`src/rtl/uart_tx_ctrl.sv`:
```
// UART transmit controller: pops one byte per frame from the TX FIFO and
// serialises start, 5..8 data bits (LSB first), optional parity and 1/2 stop
// bits at a programmable bit period of (baud_div + 1) clocks.
module uart_tx_ctrl #(
  parameter int unsigned DIV_WIDTH = 16,
  parameter int unsigned WIDTH     = 8
) (
  input  logic                 i_clk,
  input  logic                 i_rst_n,
  input  logic                 i_tx_en,
  input  logic [DIV_WIDTH-1:0] i_baud_div,
  input  logic [1:0]           i_data_bits,
  input  logic                 i_parity_en,
  input  logic                 i_parity_odd,
  input  logic                 i_stop2,
  input  logic                 i_fifo_empty,
  input  logic [WIDTH-1:0]     i_fifo_data,
  output logic                 o_fifo_rd_en,
  output logic                 o_tx,
  output logic                 o_busy,
  output logic                 o_done
);

  typedef enum logic [2:0] {
    S_IDLE, S_FETCH, S_LOAD, S_START, S_DATA, S_PARITY, S_STOP
  } state_t;

  state_t               r_state;
  state_t               w_next;
  logic [DIV_WIDTH-1:0] r_baud_cnt;
  logic [DIV_WIDTH-1:0] r_div;
  logic [2:0]           r_bit_cnt;
  logic [WIDTH-1:0]     r_shift;
  logic [1:0]           r_data_bits;
  logic                 r_par_en;
  logic                 r_stop2;
  logic                 r_parity;
  logic                 w_bit_end;
  logic                 w_last_data;
  logic                 w_last_stop;
  logic                 w_par_calc;

  assign w_bit_end   = (r_baud_cnt == r_div);
  assign w_last_data = (r_bit_cnt == (3'd4 + {1'b0, r_data_bits}));
  assign w_last_stop = !r_stop2 || (r_bit_cnt == 3'd1);

  // Parity over the data bits actually sent; bits above the frame length are masked.
  always_comb begin
    w_par_calc = i_parity_odd;
    for (int unsigned i = 0; i < WIDTH; i++) begin
      if (i < 32'd5 + 32'(i_data_bits)) w_par_calc = w_par_calc ^ i_fifo_data[i];
    end
  end

  // State register.
  always_ff @(posedge i_clk or negedge i_rst_n) begin
    if (!i_rst_n) r_state <= S_IDLE;
    else          r_state <= w_next;
  end

  // Next-state and output decode.
  always_comb begin
    w_next       = r_state;
    o_tx         = 1'b1;
    o_busy       = 1'b1;
    o_done       = 1'b0;
    o_fifo_rd_en = 1'b0;
    case (r_state)
      S_IDLE: begin
        o_busy = 1'b0;
        if (i_tx_en && !i_fifo_empty) w_next = S_FETCH;
      end
      S_FETCH: begin
        if (!i_tx_en || i_fifo_empty) w_next = S_IDLE;
        else                          w_next = S_LOAD;
      end
      S_LOAD: begin
        o_fifo_rd_en = 1'b1;
        w_next       = S_START;
      end
      S_START: begin
        o_tx = 1'b0;
        if (w_bit_end) w_next = S_DATA;
      end
      S_DATA: begin
        o_tx = r_shift[0];
        if (w_bit_end && w_last_data) w_next = r_par_en ? S_PARITY : S_STOP;
      end
      S_PARITY: begin
        o_tx = r_parity;
        if (w_bit_end) w_next = S_STOP;
      end
      S_STOP: begin
        if (w_bit_end && w_last_stop) begin
          o_done = 1'b1;
          w_next = (i_tx_en && !i_fifo_empty) ? S_FETCH : S_IDLE;
        end
      end
      default: w_next = S_IDLE;
    endcase
  end

  // Datapath: config snapshot, shift register, baud and bit counters.
  always_ff @(posedge i_clk or negedge i_rst_n) begin
    if (!i_rst_n) begin
      r_baud_cnt  <= '0;
      r_div       <= '0;
      r_bit_cnt   <= '0;
      r_shift     <= '0;
      r_data_bits <= '0;
      r_par_en    <= 1'b0;
      r_stop2     <= 1'b0;
      r_parity    <= 1'b0;
    end else begin
      case (r_state)
        S_LOAD: begin
          r_shift     <= i_fifo_data;
          r_div       <= i_baud_div;
          r_data_bits <= i_data_bits;
          r_par_en    <= i_parity_en;
          r_stop2     <= i_stop2;
          r_parity    <= w_par_calc;
          r_baud_cnt  <= '0;
          r_bit_cnt   <= '0;
        end
        S_START, S_PARITY: begin
          r_baud_cnt <= w_bit_end ? '0 : r_baud_cnt + 1'b1;
          r_bit_cnt  <= '0;
        end
        S_DATA: begin
          if (w_bit_end) begin
            r_baud_cnt <= '0;
            r_shift    <= {1'b0, r_shift[WIDTH-1:1]};
            r_bit_cnt  <= w_last_data ? 3'd0 : r_bit_cnt + 3'd1;
          end else begin
            r_baud_cnt <= r_baud_cnt + 1'b1;
          end
        end
        S_STOP: begin
          if (w_bit_end) begin
            r_baud_cnt <= '0;
            r_bit_cnt  <= w_last_stop ? 3'd0 : r_bit_cnt + 3'd1;
          end else begin
            r_baud_cnt <= r_baud_cnt + 1'b1;
          end
        end
        default: begin
          r_baud_cnt <= '0;
          r_bit_cnt  <= '0;
        end
      endcase
    end
  end

endmodule
```
`config.mk`:
```
export PLATFORM = sky130hd
export DESIGN_NAME = uart_tx_ctrl
export DESIGN_NICKNAME = d
export VERILOG_FILES = /design/src/rtl/uart_tx_ctrl.sv
export SDC_FILE = /design/constraint.sdc
export NUM_CORES = 1
export LEC_CHECK = 0
export ABC_CLOCK_PERIOD_IN_PS = 3700
export BUFFER_PORTS_ARGS = -buffer_cell sky130_fd_sc_hd__buf_2
export CORE_MARGIN = 2
export CORE_UTILIZATION = 35
export CTS_CLUSTER_DIAMETER = 80
export DETAILED_ROUTE_END_ITERATION = 10
export SETUP_SLACK_MARGIN = 0.15
export SLEW_MARGIN = 20
export SYNTH_ARGS = -nofsm -noshare
export SYNTH_HDL_FRONTEND = slang
export SYNTH_SLANG_ARGS = --single-unit
```
`constraint.sdc`:
```
create_clock -name i_clk -period 3.7 [get_ports i_clk]
set_clock_uncertainty 0.1 [all_clocks]
set_input_delay 0.185 -clock i_clk [delete_from_list [all_inputs] [get_ports i_clk]]
set_output_delay 0.185 -clock i_clk [all_outputs]
set_load 0.005 [all_outputs]
```
Word level (Yosys, flattened, before mapping)
Cells that the tools add are included.
Widths: inputs -> output; s select.
- add/sub/neg operators: 4
- $mul: 0
- div/mod/pow operators: 0
- magnitude comparators: 8
- eq/ne operators: 16
- shift operators: 0
- muxes and demuxes: 31
- bitwise operators: 8
- reductions and logical operators: 14
- operator list (operator ; count):
    $lt 3x32->1 const A ; 3
    $lt 1x32->1 const A ; 2
    $lt 2x32->1 const A ; 2
    $mux 16 ; 2
    $mux 3 ; 9
    $pmux 3 s7 ; 1
    $add 16x1->16 const B ; 1
    $eq 16x16->1 ; 1
    $pmux 8 s2 ; 1
    $ne 2x2->1 const B ; 7
    $mux 1 ; 13
    $eq 3x3->1 const B ; 3
    $mux 8 ; 1
    $xor 1x1->1 ; 8
    $eq 3x1->1 const B ; 2
    $eq 3x2->1 const B ; 2
    $pmux 3 s2 ; 1
    $reduce_and 5->1 ; 1
    $add 3x2->4 const A ; 1
    $lt 3x4->1 const A ; 1
    $mux 2 ; 2
    $reduce_and 2->1 ; 2
    $reduce_or 4->1 ; 1
    $add 3x1->3 const B ; 1
    other kinds (8) ; 13
- bits in registers: 51
- latch bits: 0
- RAM bits: 0
- memory bits (read-only): 0
- bits of input ports: 33
- output and inout bits: 4
- memories: 0

Depth between registers and ports, before layout
- word-level depth: 17
- gate-level depth with buffers: 7
- depth with buffers taken out: 7

Worst setup path after synthesis
Ideal clock, no wire load.
- path type: register -> register
- from: register r_baud_cnt[11]
- to: register r_shift[0]
- setup time: 0.125 ns
- data arrival time: 1.852 ns
- slack: 1.623 ns
- cell stages (with the launch flop): 7
- path buffers: 1
- period minus slack after synthesis: 2.077 ns
- cells stage by stage: dfrtp_1 > xnor2_1 > nand4_1 > nor4_2 > buf_4 > nor3b_4 > mux2_2
- longest elaborated chain between the ends: 3
- ends and longest elaborated chain (what ; RTL line ; RTL):
    start: declaration ; 30 ; logic [DIV_WIDTH-1:0] r_baud_cnt;
    start signal: assignment ; 127 ; r_baud_cnt <= w_bit_end ? '0 : r_baud_cnt + 1'b1;
    start signal: assignment ; 136 ; r_baud_cnt <= r_baud_cnt + 1'b1;
    start signal: assignment ; 144 ; r_baud_cnt <= r_baud_cnt + 1'b1;
    $eq 16x16->1 ; 43 ; assign w_bit_end = (r_baud_cnt == r_div);
    $ne 2x2->1 (no line) ; n/a ;
    $reduce_and 2->1 (no line) ; n/a ;
    end signal: assignment ; 117 ; r_shift <= i_fifo_data;
    end signal: assignment ; 133 ; r_shift <= {1'b0, r_shift[WIDTH-1:1]};
    end: declaration ; 33 ; logic [WIDTH-1:0] r_shift;
Every way passes these cells.
A chain may end at the register's enable or synchronous reset.

Worst setup path after layout
- from: register r_baud_cnt[6]
- to: register r_state[0]
- longest elaborated chain between the ends: 4
- elaborated cells on any way between the ends: 8
- classes of those cells: eq/ne (5); reduce/logical (3)
- ends and longest elaborated chain (what ; RTL line ; RTL):
    $eq 16x16->1 * ; 43 ;
    $logic_and 1x1->1 (on tied branches) ; 94, 87 ;
    $ne 2x2->1 (no line) ; n/a ;
    $reduce_and 5->1 (no line) * ; n/a ;
    end signal: assignment ; 58 ; else r_state <= w_next;
    end: declaration ; 28 ; state_t r_state;
Every way passes the cells marked *; elsewhere a longest branch is shown, timed or not.

==> metrics <==
status=completed; commonest non-fill, non-tap cells in the layout=dfrtp_1 (51), buf_2 (36), mux2_2 (34), xnor2_1 (32), nor2_1 (25); clock-pin slew on the worst setup and hold paths=0.10 ns; chip width=91.2 um; placed cells=367; fin cells=387; GRT Total Usage=0.133; Residual DRC=0; pwr/cell area=570 mW/mm^2; clock sink count=51; Worst setup SP type=flip-flop; flops & latches, synth=51; area grow syn2layout=20.7%; Seq/Total Area, Yosys=0.480; Pre-antenna DRT Iters=4; Worst IR Drop VDD=0.000212 V; CTS root buffer=clkbuf_8; Final GP Congestion=0.772; CTS Buf Count=5; chip height=91.2 um; unrepaired setup endpoints after global routing=no; Diodes inserted=0; H-Tree Depth=2; Overflow after GRT=0; multi-input logic area=0.00132 mm^2; CTS tree=done; initial cell density of the core=0.365; slowest stage delay, CP=0.54 ns; commonest non-fill, non-tap cell in the layout=dfrtp_1; FILL cells=726; core region area=0.00729 mm^2; number of vias in the routed layout=1828; hold crit path type=in2reg; Relative slew margins=0.533; period utilization=0.642; Slew Limit Fails=0; Worst-Skew Late Latency=0.31 ns; critical path arrival=2.48 ns; CP max stage cell=nand2b_1; first-pass GRT wire length=8980 um; fmax=421 MHz; Post-CTS Setup Repair Bufs=0; Register Area=0.00128 mm^2; Required @ worst endpoint=3.80 ns; Setup crit end kind=flip-flop; synthesized cell area=0.00266 mm^2; final hold vios=0; crit-path cells=xnor2_1 > nand4_1 > nor4_2 > buf_4 > nand2b_1 > mux2_2; Syn Inst Count=237; drt total wl=5020 um; Vias/cell=4.72; Yosys cell types=37; Wirelength per Cell=13.0 um; critical path class=reg2reg; initial antenna violation count=0; ANT nets after route=0; max-cap viol count=0; Top Ports=37; die area=0.00832 mm^2; Yosys warning total=0; Bufs on Longest Clock Path=2; leak pwr=1.42 nW; largest fanout on the critical path=17; IO Port Bufs=36; Rows=31; layout cell share with drive strength beyond 1=0.292; setup TNS=0 ns; Final min period=2.38 ns; Syn Area/Cell=11.2 um^2; Setup Viol. Count Final=0; syn nets=273; actual slew at the worst max-slew pin=0.694 ns; vias in the first global route=1884; final net count=323; DP HPWL=3620 um; largest net degree at the start of global routing=52; Detailed Route Iter0 Violations=38
cells in the mapped netlist:
cell	count	area, um^2
nor4b_1	1	8.76
nand2b_1	2	12.5
a21oi_1	4	20.0
a32oi_1	1	8.76
mux2i_1	7	70.1
o41ai_1	2	17.5
nor4_1	1	6.26
o31ai_1	2	15.0
nor3b_1	1	7.51
or3_1	2	12.5
a32o_1	1	10.0
dfrtp_1	51	1280
and2_1	1	6.26
a21boi_1	1	7.51
xor2_1	8	70.1
nor4_2	1	12.5
o21ai_0	1	5.00
nor3_1	4	20.0
nand3_1	4	20.0
nor2_1	25	93.8
nor3b_4	1	18.8
a31oi_1	1	6.26
nand4_1	7	43.8
a211oi_1	1	7.51
nor2b_1	3	18.8
buf_2	3	15.0
clkbuf_1	5	18.8
and3_1	2	12.5
xnor2_1	32	280
mux2_2	34	383
inv_1	8	30.0
ha_1	3	37.5
buf_4	1	7.51
and4_1	2	17.5
o21a_1	2	15.0
nand2_1	11	41.3
a21o_1	1	7.51
path summary, 6_finish.rpt:
path,startpoint,to,slack (ns),cells after the start
worst max-delay path,r_baud_cnt[6]$_DFF_PN0_,r_state[0]$_DFFE_PN0P_,1.32,6
worst min-delay path,i_baud_div[4],r_div[4]$_DFFE_PN0P_,0.005,2
worst max register to register,r_baud_cnt[6]$_DFF_PN0_,r_state[0]$_DFFE_PN0P_,1.32,6
worst min register to register,r_baud_cnt[0]$_DFF_PN0_,r_baud_cnt[0]$_DFF_PN0_,0.41,1
max in group asynchronous,i_rst_n,r_div[8]$_DFFE_PN0P_,2.64,3
min in group asynchronous,i_rst_n,r_baud_cnt[14]$_DFF_PN0_,0.42,3
cell type report:
cell class / count / area share
Sequential cell: 51 / 0.397
Tap cell: 99 / 0.0386
Inverter: 8 / 0.00935
Timing Repair Buffer: 52 / 0.103
Clock inverter: 2 / 0.0187
Multi-Input combinational cell: 169 / 0.411
Clock buffer: 6 / 0.0226
report_power, final:
part	leakage, nW	switching [mW]	internal (mW)
clock network	0.0654	0.186	0.270
logic	0.685	0.211	0.292
registers	0.671	0.144	0.726
what timing repair did:
| action | 4_1_cts | 5_1_grt |
|---|---|---|
| endpoints found under the hold margin | 59 | 3 |
| resized for setup | 0 | 0 |
| setup endpoints to repair | 0 | 0 |
| hold buffers | 9 | 3 |
metrics by stage:
step                hold slack [ns]  cell area [um^2]   util  worst slack [ns]  power [mW]
detailed placement            0.249              2960  0.406              1.30        1.39
global route                0.00405              3210  0.440              1.15        1.96
finish                      0.00547              3210  0.440              1.32        1.83
CTS                      0.00000572              3180  0.436              1.29        1.85
global placement              0.239              2960  0.406              1.31        1.37
floorplan                    -0.211              2660      -              1.62        1.24
registers in the layout, summed over array words and instances, names as in the netlist:
register / cells
r_div: 16
r_baud_cnt: 16
r_parity: 1
r_par_en: 1
r_bit_cnt: 3
r_state: 3
r_stop2: 1
r_shift: 8
r_data_bits: 2
metal layers:
layer | GRT usage | part of all wire | vias to the layer above
met2 | 0.208 | 0.45 | 24
li1 | - | - | 914
met5 | 0 | 0 | -
met1 | 0.183 | 0.49 | 882
met4 | 0.0480 | 0.021 | 0
met3 | 0.0274 | 0.030 | 8
cell families after synthesis:
logic type,count (synthesis),synth area share
AND/OR/NAND/NOR,68,0.133
buffers and inverters,17,0.0268
XOR/XNOR,40,0.132
adder cells (fa/ha/maj),3,0.0141
AO/OA/AOI/OAI,17,0.0451
flip-flops,51,0.480
multiplexers,41,0.170
worst max-delay path: cells and delay by family, from the launching register on:
kind          cells  cell delay (ns)
simple gates      3             0.94
flops             1             0.45
mux               1             0.40
buf+inv           1             0.21
xor+xnor          1             0.18
No activity file was read; power rests on OpenSTA's default activity.
